==> config.mk <==
export PLATFORM = sky130hd
export DESIGN_NAME = branch_resolver_flat
export DESIGN_NICKNAME = d
export VERILOG_FILES = /design/src/rtl/branch_pkg.sv /design/src/rtl/branch_resolver_if.sv /design/src/rtl/outcome_fifo.sv /design/src/rtl/branch_resolver.sv /design/src/flat_wrapper.sv
export SDC_FILE = /design/constraint.sdc
export NUM_CORES = 1
export LEC_CHECK = 0
export CORE_ASPECT_RATIO = 1.2
export CORE_MARGIN = 2
export CORE_UTILIZATION = 30
export DETAILED_ROUTE_END_ITERATION = 16
export GPL_TIMING_DRIVEN = 0
export PLACE_DENSITY = 0.7
export SYNTH_ARGS = -nofsm -noshare
export SYNTH_HDL_FRONTEND = slang
export SYNTH_SLANG_ARGS = --single-unit
==> constraint.sdc <==
create_clock -name clk -period 2.4 [get_ports clk]
set_clock_uncertainty 0.2 [all_clocks]
set_input_delay 0.48 -clock clk [delete_from_list [all_inputs] [get_ports clk]]
set_output_delay 0.48 -clock clk [all_outputs]
set_load 0.05 [all_outputs]
==> src/rtl/branch_pkg.sv <==
// Shared types and defaults for the branch resolver.
// FSM state encoding plus default queue depth and counter width.
package branch_pkg;

    typedef enum logic [1:0] {
        IDLE    = 2'd0,
        REQ     = 2'd1,
        CAPTURE = 2'd2
    } state_t;

    localparam int DEPTH_DEF = 4;
    localparam int CNT_W_DEF = 16;

endpackage

==> src/rtl/branch_resolver_if.sv <==
// Fetch / predictor / execute bundle for the branch resolver.
// slave is the resolver's view, master is the environment's view.
interface branch_resolver_if
    import branch_pkg::*;
#(
    parameter int DEPTH = DEPTH_DEF,
    parameter int CNT_W = CNT_W_DEF
);
    localparam int OW = $clog2(DEPTH + 1);

    logic             fetch_valid;
    logic             fetch_ready;
    logic             request;
    logic             prediction;
    logic             pred_valid;
    logic             pred_taken;
    logic             resolve_valid;
    logic             resolve_taken;
    logic             result;
    logic             taken;
    logic             mispredict;
    logic [CNT_W-1:0] mispredict_count;
    logic [OW-1:0]    outstanding;
    logic             error;

    modport slave (
        input  fetch_valid, prediction,
        input  resolve_valid, resolve_taken,
        output fetch_ready, request,
        output pred_valid, pred_taken,
        output result, taken, mispredict,
        output mispredict_count, outstanding, error
    );

    modport master (
        output fetch_valid, prediction,
        output resolve_valid, resolve_taken,
        input  fetch_ready, request,
        input  pred_valid, pred_taken,
        input  result, taken, mispredict,
        input  mispredict_count, outstanding, error
    );

endinterface

==> src/rtl/outcome_fifo.sv <==
// 1-bit wide, DEPTH-entry FIFO holding predictions in program order.
// Flush empties the queue and overrides any push or pop that cycle.
module outcome_fifo
    import branch_pkg::*;
#(
    parameter int DEPTH = DEPTH_DEF
) (
    input  logic                       clk,
    input  logic                       rst_n,
    input  logic                       i_push,
    input  logic                       i_din,
    input  logic                       i_pop,
    input  logic                       i_flush,
    output logic                       o_dout,
    output logic [$clog2(DEPTH+1)-1:0] o_count,
    output logic                       o_full,
    output logic                       o_empty
);
    localparam int AW = $clog2(DEPTH);
    localparam int CW = $clog2(DEPTH + 1);

    logic [DEPTH-1:0] r_mem;
    logic [AW-1:0]    r_wr;
    logic [AW-1:0]    r_rd;
    logic [CW-1:0]    r_cnt;
    logic             w_push;
    logic             w_pop;

    assign o_full  = (r_cnt == CW'(DEPTH));
    assign o_empty = (r_cnt == '0);
    assign o_count = r_cnt;
    assign o_dout  = r_mem[r_rd];
    assign w_pop   = i_pop && !o_empty;
    assign w_push  = i_push && (!o_full || w_pop);

    // Storage write; contents are don't-care until pushed
    always_ff @(posedge clk) begin
        if (w_push && !i_flush) begin
            r_mem[r_wr] <= i_din;
        end
    end

    // Pointers and occupancy; pointers wrap naturally
    always_ff @(posedge clk) begin
        if (!rst_n || i_flush) begin
            r_wr  <= '0;
            r_rd  <= '0;
            r_cnt <= '0;
        end else begin
            if (w_push) r_wr <= r_wr + AW'(1);
            if (w_pop)  r_rd <= r_rd + AW'(1);
            r_cnt <= r_cnt + CW'(w_push) - CW'(w_pop);
        end
    end

endmodule

==> src/rtl/branch_resolver.sv <==
// Drives predictor requests, queues predictions, resolves against execute.
// BRANCH_RESOLVER_STATS_EN enables the saturating mispredict counter.
module branch_resolver
    import branch_pkg::*;
#(
    parameter int DEPTH = DEPTH_DEF,
    parameter int CNT_W = CNT_W_DEF
) (
    input  logic             clk,
    input  logic             rst_n,
    branch_resolver_if.slave bus
);
    localparam int OW = $clog2(DEPTH + 1);

    state_t        r_state;
    state_t        w_state_nxt;
    logic          r_request;
    logic          r_pred_valid;
    logic          r_pred_taken;
    logic          r_result;
    logic          r_taken;
    logic          r_mispredict;
    logic          r_error;
    logic          w_full;
    logic          w_empty;
    logic          w_head;
    logic [OW-1:0] w_count;
    logic          w_accept;
    logic          w_hit;
    logic          w_mis;
    logic          w_push;

    assign w_accept = (r_state == IDLE) && !w_full && bus.fetch_valid;
    assign w_hit    = bus.resolve_valid && !w_empty;
    assign w_mis    = w_hit && (w_head != bus.resolve_taken);
    assign w_push   = (r_state == CAPTURE) && !w_mis;

    outcome_fifo #(.DEPTH(DEPTH)) u_fifo (
        .clk     (clk),
        .rst_n   (rst_n),
        .i_push  (w_push),
        .i_din   (bus.prediction),
        .i_pop   (w_hit),
        .i_flush (w_mis),
        .o_dout  (w_head),
        .o_count (w_count),
        .o_full  (w_full),
        .o_empty (w_empty)
    );

    // Request sequencing; a mispredict aborts an in-flight request
    always_comb begin
        w_state_nxt = r_state;
        unique case (r_state)
            IDLE:    if (w_accept) w_state_nxt = REQ;
            REQ:     w_state_nxt = w_mis ? IDLE : CAPTURE;
            CAPTURE: w_state_nxt = IDLE;
            default: w_state_nxt = IDLE;
        endcase
    end

    // State register
    always_ff @(posedge clk) begin
        if (!rst_n) r_state <= IDLE;
        else        r_state <= w_state_nxt;
    end

    // Registered pulses toward predictor, fetch and execute
    always_ff @(posedge clk) begin
        if (!rst_n) begin
            r_request    <= 1'b0;
            r_pred_valid <= 1'b0;
            r_pred_taken <= 1'b0;
            r_result     <= 1'b0;
            r_taken      <= 1'b0;
            r_mispredict <= 1'b0;
            r_error      <= 1'b0;
        end else begin
            r_request    <= w_accept;
            r_pred_valid <= w_push;
            r_pred_taken <= w_push & bus.prediction;
            r_result     <= w_hit;
            r_taken      <= w_hit & bus.resolve_taken;
            r_mispredict <= w_mis;
            if (bus.resolve_valid && w_empty) r_error <= 1'b1;
        end
    end

`ifdef BRANCH_RESOLVER_STATS_EN
    logic [CNT_W-1:0] r_mis_cnt;

    // Saturating count of mispredicts, no wrap
    always_ff @(posedge clk) begin
        if (!rst_n) begin
            r_mis_cnt <= '0;
        end else if (w_mis && (r_mis_cnt != '1)) begin
            r_mis_cnt <= r_mis_cnt + CNT_W'(1);
        end
    end

    assign bus.mispredict_count = r_mis_cnt;
`else
    assign bus.mispredict_count = '0;
`endif

    assign bus.fetch_ready = (r_state == IDLE) && !w_full;
    assign bus.request     = r_request;
    assign bus.pred_valid  = r_pred_valid;
    assign bus.pred_taken  = r_pred_taken;
    assign bus.result      = r_result;
    assign bus.taken       = r_taken;
    assign bus.mispredict  = r_mispredict;
    assign bus.outstanding = w_count;
    assign bus.error       = r_error;

endmodule

==> src/flat_wrapper.sv <==
// flat-port wrapper written by rule: the top's interface ports become plain ports
module branch_resolver_flat import branch_pkg::*;
#(
    parameter int DEPTH = DEPTH_DEF,
    parameter int CNT_W = CNT_W_DEF
)
  (clk, rst_n, bus_fetch_valid, bus_prediction, bus_resolve_valid, bus_resolve_taken, bus_fetch_ready, bus_request, bus_pred_valid, bus_pred_taken, bus_result, bus_taken, bus_mispredict, bus_mispredict_count, bus_outstanding, bus_error);
  branch_resolver_if #(.DEPTH(DEPTH), .CNT_W(CNT_W)) bus_i ();
  input  logic clk;
  input  logic rst_n;
  input wire logic [$bits(bus_i.fetch_valid)-1:0] bus_fetch_valid;
  input wire logic [$bits(bus_i.prediction)-1:0] bus_prediction;
  input wire logic [$bits(bus_i.resolve_valid)-1:0] bus_resolve_valid;
  input wire logic [$bits(bus_i.resolve_taken)-1:0] bus_resolve_taken;
  output wire logic [$bits(bus_i.fetch_ready)-1:0] bus_fetch_ready;
  output wire logic [$bits(bus_i.request)-1:0] bus_request;
  output wire logic [$bits(bus_i.pred_valid)-1:0] bus_pred_valid;
  output wire logic [$bits(bus_i.pred_taken)-1:0] bus_pred_taken;
  output wire logic [$bits(bus_i.result)-1:0] bus_result;
  output wire logic [$bits(bus_i.taken)-1:0] bus_taken;
  output wire logic [$bits(bus_i.mispredict)-1:0] bus_mispredict;
  output wire logic [$bits(bus_i.mispredict_count)-1:0] bus_mispredict_count;
  output wire logic [$bits(bus_i.outstanding)-1:0] bus_outstanding;
  output wire logic [$bits(bus_i.error)-1:0] bus_error;
  assign bus_i.fetch_valid = bus_fetch_valid;
  assign bus_i.prediction = bus_prediction;
  assign bus_i.resolve_valid = bus_resolve_valid;
  assign bus_i.resolve_taken = bus_resolve_taken;
  assign bus_fetch_ready = bus_i.fetch_ready;
  assign bus_request = bus_i.request;
  assign bus_pred_valid = bus_i.pred_valid;
  assign bus_pred_taken = bus_i.pred_taken;
  assign bus_result = bus_i.result;
  assign bus_taken = bus_i.taken;
  assign bus_mispredict = bus_i.mispredict;
  assign bus_mispredict_count = bus_i.mispredict_count;
  assign bus_outstanding = bus_i.outstanding;
  assign bus_error = bus_i.error;
  branch_resolver #(.DEPTH(DEPTH), .CNT_W(CNT_W)) u_core (.clk(clk), .rst_n(rst_n), .bus(bus_i));
endmodule
==> results.json <==
{
  "grt_pass1_wl_mm": 2.56,
  "place_ws_ps": -444,
  "ir_drop_v": 0.000465,
  "avgViaCountPerCell": 3.93,
  "syn-instance-count": 93,
  "path_class": "reg -> reg",
  "grt_antenna_before_repair": 0,
  "ys_ff_latch": 20,
  "clock_sinks": 20,
  "max_clock_freq_mhz": 394,
  "period_share": 1.06,
  "final_nets": 143,
  "antenna_cells": 0,
  "holdCritStartpoint": "u_core.r_state[1]",
  "fillers": 326,
  "syn_avg_cell_area_sq_um": 10.4,
  "arrival_ps": 2530,
  "start_util": 0.315,
  "hold_violations": 0,
  "setup_viol": 1,
  "final.setup.worst_slack_ps": -137,
  "instances_no_fill": 166,
  "grt_setup_unrepaired": "true",
  "cts_root_buf": "clkbuf_4",
  "wl_per_cell_microns": 9.22,
  "cp.required_ps": 2390,
  "p_leak_nw": 0.586,
  "cp_top_family": "multiplexers",
  "h-tree-depth": 1,
  "totalWireLength_mm": 1.53,
  "synth_cell_types": 28,
  "route.detailed.drc": 0,
  "finalMaxSlewViolations": 0,
  "vias": 652,
  "dp_hpwl_mm": 1.19,
  "r2r-start": "u_core.u_fifo.r_rd[0]",
  "numCtsBuffers": 3,
  "syn2layout_area_growth_pct": 34.4,
  "dp_cells": 160,
  "cp_max_fo": 2,
  "io_buffers": 16,
  "cts_tree": "done",
  "ant_nets": 0,
  "period_minus_slack_ps": 2540,
  "initialDrtViolationCount": 9,
  "min_path_type": "reg -> reg",
  "yosysWarnings": 0,
  "drive_gt1_frac": 0.246,
  "gr-total-overflow": 0,
  "crit_chain": "mux4_2, xor2_4, o21ai_1, a21oi_1, ha_2, inv_2, fa_2, xor2_1, xnor2_1, nor2_1",
  "grt_usage": 0.0875,
  "max-slew-margin-rel": 0.655,
  "endpoint_kind": "flip-flop",
  "outcome": "complete, but fails checks",
  "die_h_microns": 66.3,
  "crit_path_start": "u_core.u_fifo.r_rd[0]",
  "fin_area_sq_um": 1310,
  "final_util": 0.423,
  "clock_path_buffers": 2,
  "slowest_stage": "mux4_2",
  "place_area_sq_um": 1250,
  "path_buf_inv": 1,
  "power_density_nw_per_um2": 969,
  "rows": 22,
  "worst_pin_slew_ps": 514,
  "maxCapViolCount": 0,
  "clkSlewWorstSetupHoldPaths_ps": 100,
  "gp_congestion": 0.676,
  "core-area_sq_um": 3080,
  "num_io_pins": 33,
  "seq_area_frac_synth": 0.454,
  "start_kind": "flip-flop",
  "clock_latency_ps": 290,
  "finalSetupTns_ps": -137,
  "violations": "setup timing",
  "syn_area_sq_um": 971,
  "cpPeakStageDelay_ps": 550,
  "grt_pass1_vias": 620,
  "fp.dieW_microns": 55.9,
  "dr.pass1.iters": 4,
  "dieArea_sq_um": 3710,
  "grt_start_max_net_pins": 12
}
-- cells by family after synthesis --
group / count (synthesis) / share of synthesized area
and+or+nand+nor: 28 / 0.159
AOI/OAI and AO/OA: 8 / 0.0567
other: 1 / 0.00386
adders and majority gates: 6 / 0.0851
xor gates and xnor gates: 6 / 0.0541
muxes: 2 / 0.0335
DFF: 20 / 0.454
buffers and inverters: 22 / 0.155
-- sequential cells by signal (all words and copies together), names as in the netlist --
signal / cells
u_core.bus.error: 1
u_core.bus.mispredict: 1
u_core.bus.pred_taken: 1
u_core.bus.pred_valid: 1
u_core.bus.request: 1
u_core.bus.result: 1
u_core.bus.taken: 1
u_core.r_state: 2
u_core.u_fifo.o_count: 3
u_core.u_fifo.r_mem: 4
u_core.u_fifo.r_rd: 2
u_core.u_fifo.r_wr: 2
-- per-layer routing --
metal  track usage  routed length, microns
met1         0.100                     644
met5             0                       0
met2         0.158                     788
met4        0.0357                       9
met3        0.0196                      89
-- path summary, 6_finish.rpt --
check                           cells past startpoint                  endpoint  slack (ps)
worst max-delay path                               10  u_core.u_fifo.o_count[2]        -140
worst min-delay path                                1         u_core.r_state[1]         290
worst max register to register                     10  u_core.u_fifo.o_count[2]        -140
worst min register to register                      1         u_core.r_state[1]         290
-- synthesized netlist by cell type --
| library cell | instances | area (sq um) |
|---|---|---|
| a211oi_1 | 1 | 7.51 |
| a21bo_1 | 1 | 10.0 |
| a21oi_1 | 2 | 10.0 |
| a31oi_1 | 1 | 6.26 |
| and2_1 | 2 | 12.5 |
| and3_1 | 8 | 50.1 |
| buf_4 | 16 | 120 |
| buf_6 | 1 | 11.3 |
| conb_1 | 1 | 3.75 |
| dfxtp_1 | 16 | 320 |
| edfxtp_1 | 4 | 120 |
| fa_1 | 1 | 20.0 |
| ha_1 | 5 | 62.6 |
| inv_1 | 5 | 18.8 |
| mux2i_1 | 1 | 10.0 |
| mux4_2 | 1 | 22.5 |
| nand2_1 | 2 | 7.51 |
| nand2b_1 | 1 | 6.26 |
| nor2_1 | 10 | 37.5 |
| nor2b_1 | 2 | 12.5 |
| nor3_1 | 1 | 5.00 |
| nor3_2 | 1 | 10.0 |
| nor3b_2 | 1 | 12.5 |
| o21a_1 | 1 | 7.51 |
| o21ai_0 | 1 | 5.00 |
| o31a_1 | 1 | 8.76 |
| xnor2_1 | 3 | 26.3 |
| xor2_1 | 3 | 26.3 |
-- stage by stage --
step | hold slack, ps | power (mW)
after floorplan | 253 | 0.935
after global placement | 263 | 1.07
after detailed placement | 273 | 1.08
after CTS | 293 | 1.28
after global routing | 314 | 1.36
final | 289 | 1.26
-- layout by cell type, fill, tap and decap left out, drive strengths merged, types with 2 or more instances in the layout --
| cell | synthesis | final |
|---|---|---|
| nor3 | 2 | 2 |
| nand2 | 2 | 2 |
| buf | 17 | 19 |
| clkdlybuf4s50 | 0 | 15 |
| xor2 | 3 | 3 |
| nor2b | 2 | 2 |
| and2 | 2 | 2 |
| dfxtp | 16 | 16 |
| and3 | 8 | 8 |
| xnor2 | 3 | 3 |
| nor2 | 10 | 10 |
| conb | 1 | 16 |
| inv | 5 | 5 |
| edfxtp | 4 | 4 |
| a21oi | 2 | 2 |
| ha | 5 | 5 |
| clkbuf | 0 | 4 |
-- final cells by class --
class / count / area, sq um / share of cell area
multi-input combinational: 66 / 465 / 0.357
inverter: 5 / 18.8 / 0.0144
sequential: 20 / 442 / 0.338
tap: 36 / 45.0 / 0.0345
buffer: 17 / 131 / 0.101
timing repair buffer: 18 / 176 / 0.135
clock buffer: 4 / 26.3 / 0.0201
-- report_power, final --
| part | switching (mW) | internal, mW | total [mW] |
|---|---|---|---|
| clock network | 0.0948 | 0.0646 | 0.159 |
| registers | 0.0537 | 0.401 | 0.455 |
| logic | 0.395 | 0.255 | 0.650 |
-- timing repair --
item / in CTS / in global routing
gates resized for setup: 6 / 1
setup buffers: 2 / 0
hold buffers: 0 / 0
pin swaps: 3 / 1
endpoints found under the setup margin: 3 / 2
(Power assumes the default switching activity.)
